==> src/rtl/tx_link_ctrl_multilane.sv <==
// JESD204B transmit link layer for LANES lanes in lock-step: CGS, ILAS and DATA phases,
// local multiframe clock, SYNC~ error monitoring and a DATA-phase ramp test pattern.
module tx_link_ctrl_multilane #(
    parameter int LANES        = 2,
    parameter int F            = 1,
    parameter int K            = 32,
    parameter int ILA_MF       = 4,
    parameter int SYNC_ERR_CYC = 5
) (
    input  logic                 clk,
    input  logic                 rst,
    input  logic                 i_sync_n,
    input  logic [8*LANES-1:0]   i_data,
    input  logic [LANES-1:0]     i_k,
    input  logic                 i_vld,
    input  logic                 i_test_en,
    input  logic [8*14-1:0]      i_cfg,
    output logic                 o_ready,
    output logic [8*LANES-1:0]   o_data,
    output logic [LANES-1:0]     o_k,
    output logic                 o_vld,
    output logic [1:0]           o_state,
    output logic                 o_lmfc,
    output logic                 o_sync_err
);

    localparam int FK    = F * K;
    localparam int CNT_W = (FK > 1) ? $clog2(FK) : 1;
    localparam int MF_W  = (ILA_MF > 1) ? $clog2(ILA_MF) : 1;
    localparam int LOW_W = $clog2(SYNC_ERR_CYC + 1);

    localparam logic [CNT_W-1:0] CNT_LAST  = CNT_W'(FK - 1);
    localparam logic [MF_W-1:0]  MF_LAST   = MF_W'(ILA_MF - 1);
    localparam logic [MF_W-1:0]  MF_CFG    = MF_W'(1);
    localparam logic [LOW_W-1:0] LOW_LIMIT = LOW_W'(SYNC_ERR_CYC);

    localparam logic [7:0] K28_0 = 8'h1C;
    localparam logic [7:0] K28_3 = 8'h7C;
    localparam logic [7:0] K28_4 = 8'h9C;
    localparam logic [7:0] K28_5 = 8'hBC;

    if (FK < 17 || FK > 256) begin : g_bad_frame_cfg
        $error("tx_link_ctrl_multilane: F*K must lie in 17..256");
    end

    typedef enum logic [1:0] {
        ST_CGS  = 2'd0,
        ST_ILAS = 2'd1,
        ST_DATA = 2'd2
    } state_t;

    state_t             state_q, state_d;
    state_t             state_out_q, state_out_d;
    logic [CNT_W-1:0]   cnt_q, cnt_d;
    logic [MF_W-1:0]    mf_q, mf_d;
    logic [7:0]         ramp_q, ramp_d;
    logic [LOW_W-1:0]   low_cnt_q, low_cnt_d;
    logic [LOW_W-1:0]   low_next;
    logic               sync_seen_q, sync_seen_d;
    logic               resync;

    logic [8*LANES-1:0] data_q, data_d;
    logic [LANES-1:0]   k_q, k_d;
    logic               vld_q, vld_d;
    logic               ready_q, ready_d;
    logic               lmfc_q, lmfc_d;
    logic               sync_err_q, sync_err_d;

    logic [7:0]         cfg_oct [16];
    logic [3:0]         cfg_idx;
    logic [7:0]         ilas_oct;
    logic               ilas_k;
    logic               ilas_lid;

    always_ff @(posedge clk) begin
        if (rst) begin
            state_q     <= ST_CGS;
            cnt_q       <= '0;
            mf_q        <= '0;
            ramp_q      <= '0;
            low_cnt_q   <= '0;
            sync_seen_q <= 1'b0;
            state_out_q <= ST_CGS;
            data_q      <= {LANES{K28_5}};
            k_q         <= '1;
            vld_q       <= 1'b0;
            ready_q     <= 1'b0;
            lmfc_q      <= 1'b0;
            sync_err_q  <= 1'b0;
        end else begin
            state_q     <= state_d;
            cnt_q       <= cnt_d;
            mf_q        <= mf_d;
            ramp_q      <= ramp_d;
            low_cnt_q   <= low_cnt_d;
            sync_seen_q <= sync_seen_d;
            state_out_q <= state_out_d;
            data_q      <= data_d;
            k_q         <= k_d;
            vld_q       <= vld_d;
            ready_q     <= ready_d;
            lmfc_q      <= lmfc_d;
            sync_err_q  <= sync_err_d;
        end
    end

    always_comb begin
        state_d     = state_q;
        cnt_d       = (cnt_q == CNT_LAST) ? '0 : cnt_q + 1'b1;
        mf_d        = mf_q;
        ramp_d      = ramp_q;
        low_cnt_d   = '0;
        low_next    = low_cnt_q + 1'b1;
        sync_seen_d = 1'b0;
        sync_err_d  = 1'b0;
        resync      = 1'b0;
        case (state_q)
            ST_CGS: begin
                sync_seen_d = i_sync_n;
                mf_d        = '0;
                if (cnt_q == CNT_LAST && sync_seen_q) begin
                    state_d = ST_ILAS;
                end
            end
            ST_ILAS, ST_DATA: begin
                // A short SYNC~ low is only an error report; a long one forces re-sync.
                if (!i_sync_n) begin
                    low_cnt_d = low_next;
                    resync    = (low_next >= LOW_LIMIT);
                end else begin
                    sync_err_d = (low_cnt_q != '0);
                end
                if (resync) begin
                    state_d   = ST_CGS;
                    low_cnt_d = '0;
                end else if (state_q == ST_ILAS) begin
                    if (cnt_q == CNT_LAST) begin
                        mf_d = mf_q + 1'b1;
                        if (mf_q == MF_LAST) begin
                            state_d = ST_DATA;
                            ramp_d  = '0;
                        end
                    end
                end else if (i_test_en) begin
                    ramp_d = ramp_q + 1'b1;
                end
            end
            default: state_d = ST_CGS;
        endcase
    end

    always_comb begin
        for (int i = 0; i < 16; i++) begin
            cfg_oct[i] = (i < 14) ? i_cfg[8*i +: 8] : 8'h00;
        end
    end

    always_comb begin
        cfg_idx  = 4'(cnt_q - CNT_W'(2));
        ilas_oct = 8'(cnt_q);
        ilas_k   = 1'b0;
        ilas_lid = 1'b0;
        if (cnt_q == '0) begin
            ilas_oct = K28_0;
            ilas_k   = 1'b1;
        end else if (cnt_q == CNT_LAST) begin
            ilas_oct = K28_3;
            ilas_k   = 1'b1;
        end else if (mf_q == MF_CFG && cnt_q == CNT_W'(1)) begin
            ilas_oct = K28_4;
            ilas_k   = 1'b1;
        end else if (mf_q == MF_CFG && cnt_q <= CNT_W'(15)) begin
            ilas_oct = cfg_oct[cfg_idx];
            ilas_lid = (cfg_idx == 4'd2);
        end
    end

    // o_ready marks the cycles whose i_data is sampled in DATA, so it follows state_d.
    always_comb begin
        data_d      = {LANES{K28_5}};
        k_d         = '1;
        vld_d       = 1'b1;
        ready_d     = (state_d == ST_DATA);
        state_out_d = state_q;
        lmfc_d      = (cnt_q == '0);
        case (state_q)
            ST_ILAS: begin
                for (int n = 0; n < LANES; n++) begin
                    data_d[8*n +: 8] = ilas_lid ? 8'(n) : ilas_oct;
                    k_d[n]           = ilas_k;
                end
            end
            ST_DATA: begin
                if (i_test_en) begin
                    data_d = {LANES{ramp_q}};
                    k_d    = '0;
                end else if (i_vld) begin
                    data_d = i_data;
                    k_d    = i_k;
                end
            end
            default: ;
        endcase
    end

    assign o_ready    = ready_q;
    assign o_data     = data_q;
    assign o_k        = k_q;
    assign o_vld      = vld_q;
    assign o_state    = state_out_q;
    assign o_lmfc     = lmfc_q;
    assign o_sync_err = sync_err_q;

endmodule

==> config.mk <==
export PLATFORM = sky130hd
export DESIGN_NAME = tx_link_ctrl_multilane
export DESIGN_NICKNAME = d
export VERILOG_FILES = /design/src/rtl/tx_link_ctrl_multilane.sv
export SDC_FILE = /design/constraint.sdc
export NUM_CORES = 1
export LEC_CHECK = 0
export CORE_ASPECT_RATIO = 0.9
export CORE_MARGIN = 2
export CORE_UTILIZATION = 41
export CTS_CLUSTER_DIAMETER = 200
export DETAILED_ROUTE_END_ITERATION = 10
export HOLD_SLACK_MARGIN = 0.1
export PLACE_DENSITY_LB_ADDON = 0.1
export SYNTH_ARGS = -nofsm -noshare
export SYNTH_HDL_FRONTEND = slang
export SYNTH_SLANG_ARGS = --single-unit
export TNS_END_PERCENT = 100
==> constraint.sdc <==
create_clock -name clk -period 3.1 [get_ports clk]
set_input_delay 0.62 -clock clk [delete_from_list [all_inputs] [get_ports clk]]
set_output_delay 0.62 -clock clk [all_outputs]
set_load 0.05 [all_outputs]
# Yosys cells after proc, flatten, opt, wreduce, memory -nomap -nowiden
# Cells that the tools add are included.
# classes
muxes	39
n_eq_ne	13
addsub	5
order_cmp	3
bitwise	5
n_reduce_logical	15
# ops
cell	count
2-to-1 mux 8 bit	12
binary-select mux 8 bit (select 4 bit)	1
2-to-1 mux 16 bit	2
one-hot mux 16 bit (2 select lines)	1
2-to-1 mux 2 bit	10
one-hot mux 2 bit (2 select lines)	3
2-to-1 mux 1 bit	10
adder 8 x 1 -> 8 bit, second input constant	1
inequality test 2 bit, second input constant	4
== test 2 bit, second input constant	3
OR reduction 2 bit	3
adder 5 x 1 -> 5 bit, second input constant	1
== test 5 x 1 -> 1 bit, second input constant	1
== test 5 bit, second input constant	1
greater-or-equal comparator 5 bit, second input constant	1
<= comparator 5 x 4 -> 1 bit, second input constant	1
zero test 5 bit	1
inverter 4 -> 5 bit	1
AND reduction 5 bit	1
== test 2 x 1 -> 1 bit, second input constant	2
== test 4 x 2 -> 1 bit, second input constant	1
inverter 1 bit	4
AND reduction 4 bit	1
nonzero test 2 bit	2
other kinds (10)	12
# totals
inputBits	135
wordCells	93
output_inout_bits	24
reg_bits	45

# Longest topological paths before layout
# logic_depth
ltp_word	11
ltp_mapped	11
ltp_nobuf	8

# Least setup slack after synthesis
# OpenSTA, ideal clock, no wires.
# synth_path
kind	register -> register
from	reg cnt_q[1]
to	reg data_q[15] (netlist: o_data[15])
n_path_buf	2
path_stages_with_launch	10
arrival_time_ns	2.039
slack_ns	0.935
setup_ns	0.127
required_time_ns	2.973
cell_sequence	dfxtp_1 buf_2 inv_1 ha_1 clkbuf_1 mux4_1 nand2_1 a22oi_1 a221oi_2 o22ai_1
# synth_via
elab_chain_cells	11
# synth_lines
element	line_no	source
from (decl)	54	logic [CNT_W-1:0] cnt_q, cnt_d;
from (signal assigned)	92	cnt_q <= cnt_d;
subtractor 4 x 2 -> 4 bit	159	cfg_idx = 4'(cnt_q - CNT_W'(2));
inverter 4 -> 5 bit (not written as such)	173	ilas_oct = cfg_oct[cfg_idx];
binary-select mux 8 bit (select 4 bit)	173	
2-to-1 mux 8 bit (not written as such) (2 in series)	173	
2-to-1 mux 8 bit	172	end else if (mf_q == MF_CFG && cnt_q <= CNT_W'(15)) begin
2-to-1 mux 8 bit	169	end else if (mf_q == MF_CFG && cnt_q == CNT_W'(1)) begin
2-to-1 mux 8 bit	166	end else if (cnt_q == CNT_LAST) begin
2-to-1 mux 8 bit	163	if (cnt_q == '0) begin
2-to-1 mux 8 bit (*)	189	data_d[8*n +: 8] = ilas_lid ? 8'(n) : ilas_oct;
one-hot mux 16 bit (2 select lines) (*)	186	case (state_q)
to (signal assigned)	84	data_q <= {LANES{K28_5}};
to (signal assigned)	98	data_q <= data_d;
to (decl)	62	logic [8*LANES-1:0] data_q, data_d;
# Mark *: on every way between the ends. The rest lies on a longest branch, timed or not. The select of a mux whose other input is x is not followed.
# A chain may end at the register's enable or synchronous reset.

# Final worst setup path
# layout_path
from	reg cnt_q[3]
to	reg ramp_q[3]
# layout_via
elab_chain_cells	3
# layout_lines
element	line_no	source
== test 5 bit	137	if (cnt_q == CNT_LAST) begin
inequality test 2 bit (no line)	n/a	
AND reduction 5 bit (no line)	n/a	
to (signal assigned)	94	ramp_q <= ramp_d;
to (decl)	56	logic [7:0] ramp_q, ramp_d;
# No other way between the ends.

==> results.tsv <==
stage	metric	value	unit
min_path	Hold/Removal Path Class	reg2reg	
floorplan	Top-Level Pins	159	
pwr	peak supply drop	0.000248	V
clock_network	CTS tree	built	
floorplan	# rows	30	
synthesis	area leader, netlist	dfxtp_1	
pwr	power consumption	1.39	mW
grt	GR Overflow Total	0	
run_status	status	completed	
job	# Max-Cap Violations	0	
sta	Final Critical Period	2.50	ns
layout	Layout Cells excl Fill	580	
worst_setup_path	Crit path arrival time	2.67	ns
grt	number of global-route vias before repair	3187	
synthesis	Mapped Area	3220	sq um
placed_design	gpl congestion	0.878	
detailed_routing	DRC	0	
clock_network	Post-CTS Hold Fix Bufs	0	
sta	worst rel slew slack	0.507	
detailed_routing	Initial DRC Count	220	
sta	Clock Skew	0.00621	ns
placed_design	dpl cells	574	
worst_setup_path	Crit path required time	3.27	ns
sta	final period utilization	0.806	
grt	initial antenna violation count	0	
synthesis	Yosys warning count	0	
detailed_routing	routed len/inst	17.9	um
floorplan	Die X	97.4	um
sta	Hold Violations, Final	0	
grt	first-pass GRT wire length	16600	um
worst_setup_path	R2R Setup Slk	0.60	ns
sta	setup ws final	0.602	ns
layout	P&R area growth vs syn	52.1	%
min_path	Hold Startpoint	mf_q[1]	
detailed_routing	via count	3204	
clock_network	Gates resized, CTS repair	0	
pwr	leakage dissipation	1.74	nW
worst_setup_path	Max FO, Critical Path	13	
sta	RSZ-0062 raised after global routing	no	
synthesis	sequential area share after synthesis	0.280	
placed_design	Port-buffer cells	158	
min_path	Worst Hold Path Cells	2	
layout	most frequent cells in the layout	158 x clkdlybuf4s50_1, 44 x dfxtp_1, 30 x nand2_1	
synthesis	ranking of synthesized cells by area	dfxtp_1 28%, mux4_2 13%, ha_1 6.2%	
synthesis	syn_nets	487	
grt	Tot GR Track Use	0.241	
worst_setup_path	worst reg2reg path endpoint	ramp_q[3]	
floorplan	chip height	88.0	um
worst_setup_path	worst r2r src	cnt_q[3]	
detailed_routing	DRT antenna net count	0	
floorplan	full die area	8570	sq um
clock_network	Root Driver	clkbuf_8	
synthesis	syn_area_per_cell	9.57	sq um
sta	Max Clock Freq	0.400	GHz
clock_network	postcts setup bufs	0	
synthesis	flops & latches, synth	45	
layout	share of post-route cells with drive strength above 1	0.0868	
clock_network	# H-tree levels	2	
sta	Tightest Pin Transition	0.738	ns
worst_setup_path	CP Class	reg2reg	
grt	largest net degree at the start of global routing	42	
clock_network	CTS sink cnt	45	
layout	# diodes	0	
synthesis	Synth top area share	0.280	
clock_network	later-pin clock latency in the skew report	0.30	ns
worst_setup_path	crit end category	flip-flop	
min_path	sink of the worst hold path	mf_q[1]	
synthesis	cell count after synthesis	336	
worst_setup_path	R2R depth	7	
layout	most common cell after layout, fill and taps aside	clkdlybuf4s50_1	
sta	final setup TNS	0	ns
detailed_routing	Initial DRT Pass Iterations	5	
clock_network	Max Buffers Root-to-Sink	2	
worst_setup_path	Critical Path Start Type	flip-flop	
synthesis	Synth cell types	55	
floorplan	core area	7580	sq um
layout	Filler cells	639	
sta	# setup viols final	0	
pwr	PwrDens	284	nW/um^2
placed_design	DP HPWL	8440	um
placed_design	pre-CTS setup slack	0.662	ns
sta	Slew Limit Fails	0	
clock_network	Inserted Clock Buffers	5	
detailed_routing	Avg Vias per Cell	5.52	
clock_network	CTS clk-pin slew, worst paths	0.08	ns
detailed_routing	final WL	10400	um
layout	nets	636	
floorplan	initial cell density of the core	0.424	
synth_stat cells (all sizes together):
| master | instances |
|---|---|
| nand2 | 30 |
| ha | 16 |
| nand2b | 3 |
| and2 | 5 |
| a22o | 5 |
| a21oi | 12 |
| and4 | 2 |
| nor3b | 4 |
| o211ai | 4 |
| o21ai | 21 |
| nor2b | 7 |
| o22a | 1 |
| o21a | 2 |
| mux4 | 23 |
| dfxtp | 45 |
| a22oi | 5 |
| xnor2 | 8 |
| nor2 | 20 |
| a31oi | 6 |
| clkbuf | 10 |
| nand4 | 9 |
| mux2 | 4 |
| a211oi | 2 |
| a32o | 1 |
| and3 | 4 |
| o31ai | 3 |
| nor3 | 14 |
| nor4 | 2 |
| inv | 15 |
| a211o | 1 |
| mux2i | 11 |
| o31a | 1 |
| xor2 | 4 |
| o22ai | 2 |
| a311o | 1 |
| nor4b | 3 |
| o221ai | 2 |
| buf | 10 |
| a221oi | 3 |
| nand3 | 12 |
| a221o | 3 |
per-layer routing:
| metal | GRT usage | vias up | wire [um] | share of wire |
|---|---|---|---|---|
| met1 | 0.324 | 1513 | 4730 | 0.46 |
| met5 | 0 | - | 0 | 0 |
| met4 | 0.0328 | 0 | 81 | 0.0078 |
| met2 | 0.420 | 117 | 4940 | 0.48 |
| li1 | - | 1563 | - | - |
| met3 | 0.0455 | 11 | 610 | 0.059 |
cell families after synthesis:
logic type,share of synthesized area
AND/OR/NAND/NOR,0.182
XOR/XNOR,0.0374
buffers and inverters,0.0588
AO/OA/AOI/OAI,0.165
adder cells (fa/ha/maj),0.0623
multiplexers,0.215
flip-flops,0.280
worst max-delay path by stage:
stage,cells after the start,to,start
finish,7,ramp_q[3],cnt_q[3]
CTS,7,ramp_q[3],cnt_q[3]
floorplan,9,o_data[15],cnt_q[1]
detailed placement,8,o_data[9],cnt_q[0]
global placement,8,o_data[9],cnt_q[0]
global route,7,ramp_q[3],cnt_q[3]
cell type report:
class	count	area, sq um	area share
sequential	45	902	0.184
inverter	15	56.3	0.0115
clock inverter	1	5.00	0.00102
tap	96	120	0.0246
timing repair buffer	162	1610	0.330
multi-input combinational	256	2130	0.435
clock buffer	5	68.8	0.0141
report_power, final:
part	internal [mW]	total [mW]	leakage (nW)	switching, mW
registers	0.584	0.588	0.365	0.00413
clock network	0.149	0.336	0.0399	0.187
logic	0.281	0.465	1.34	0.185
total	1.01	1.39	1.74	0.376
state kept, by name, indices dropped and copies added (netlist names):
| register | count |
|---|---|
| sync_seen_q | 1 |
| o_data | 16 |
| o_ready | 1 |
| mf_q | 2 |
| state_out_d | 2 |
| cnt_q | 5 |
| o_sync_err | 1 |
| o_k | 2 |
| o_vld | 1 |
| o_lmfc | 1 |
| o_state | 2 |
| low_cnt_q | 3 |
| ramp_q | 8 |
worst max-delay path, cell delays in order, from the launching register on:
cell and delay [ns]:
dfxtp_1 0.56, and3_1 0.25, ha_1 0.45, nand3_1 0.28, and2_1 0.29, nor4b_1 0.33, xnor2_1 0.16, nor2_1 0.05
stage by stage:
stage | hold slack (ns) | cell area, sq um | utilization
finish | 0.517 | 4890 | 0.645
CTS | 0.509 | 4890 | 0.645
detailed placement | 0.498 | 4820 | 0.635
global placement | 0.481 | 4820 | 0.635
floorplan | 0.471 | 3220 | -
global route | 0.548 | 4890 | 0.645
(Power assumes the default switching activity.)
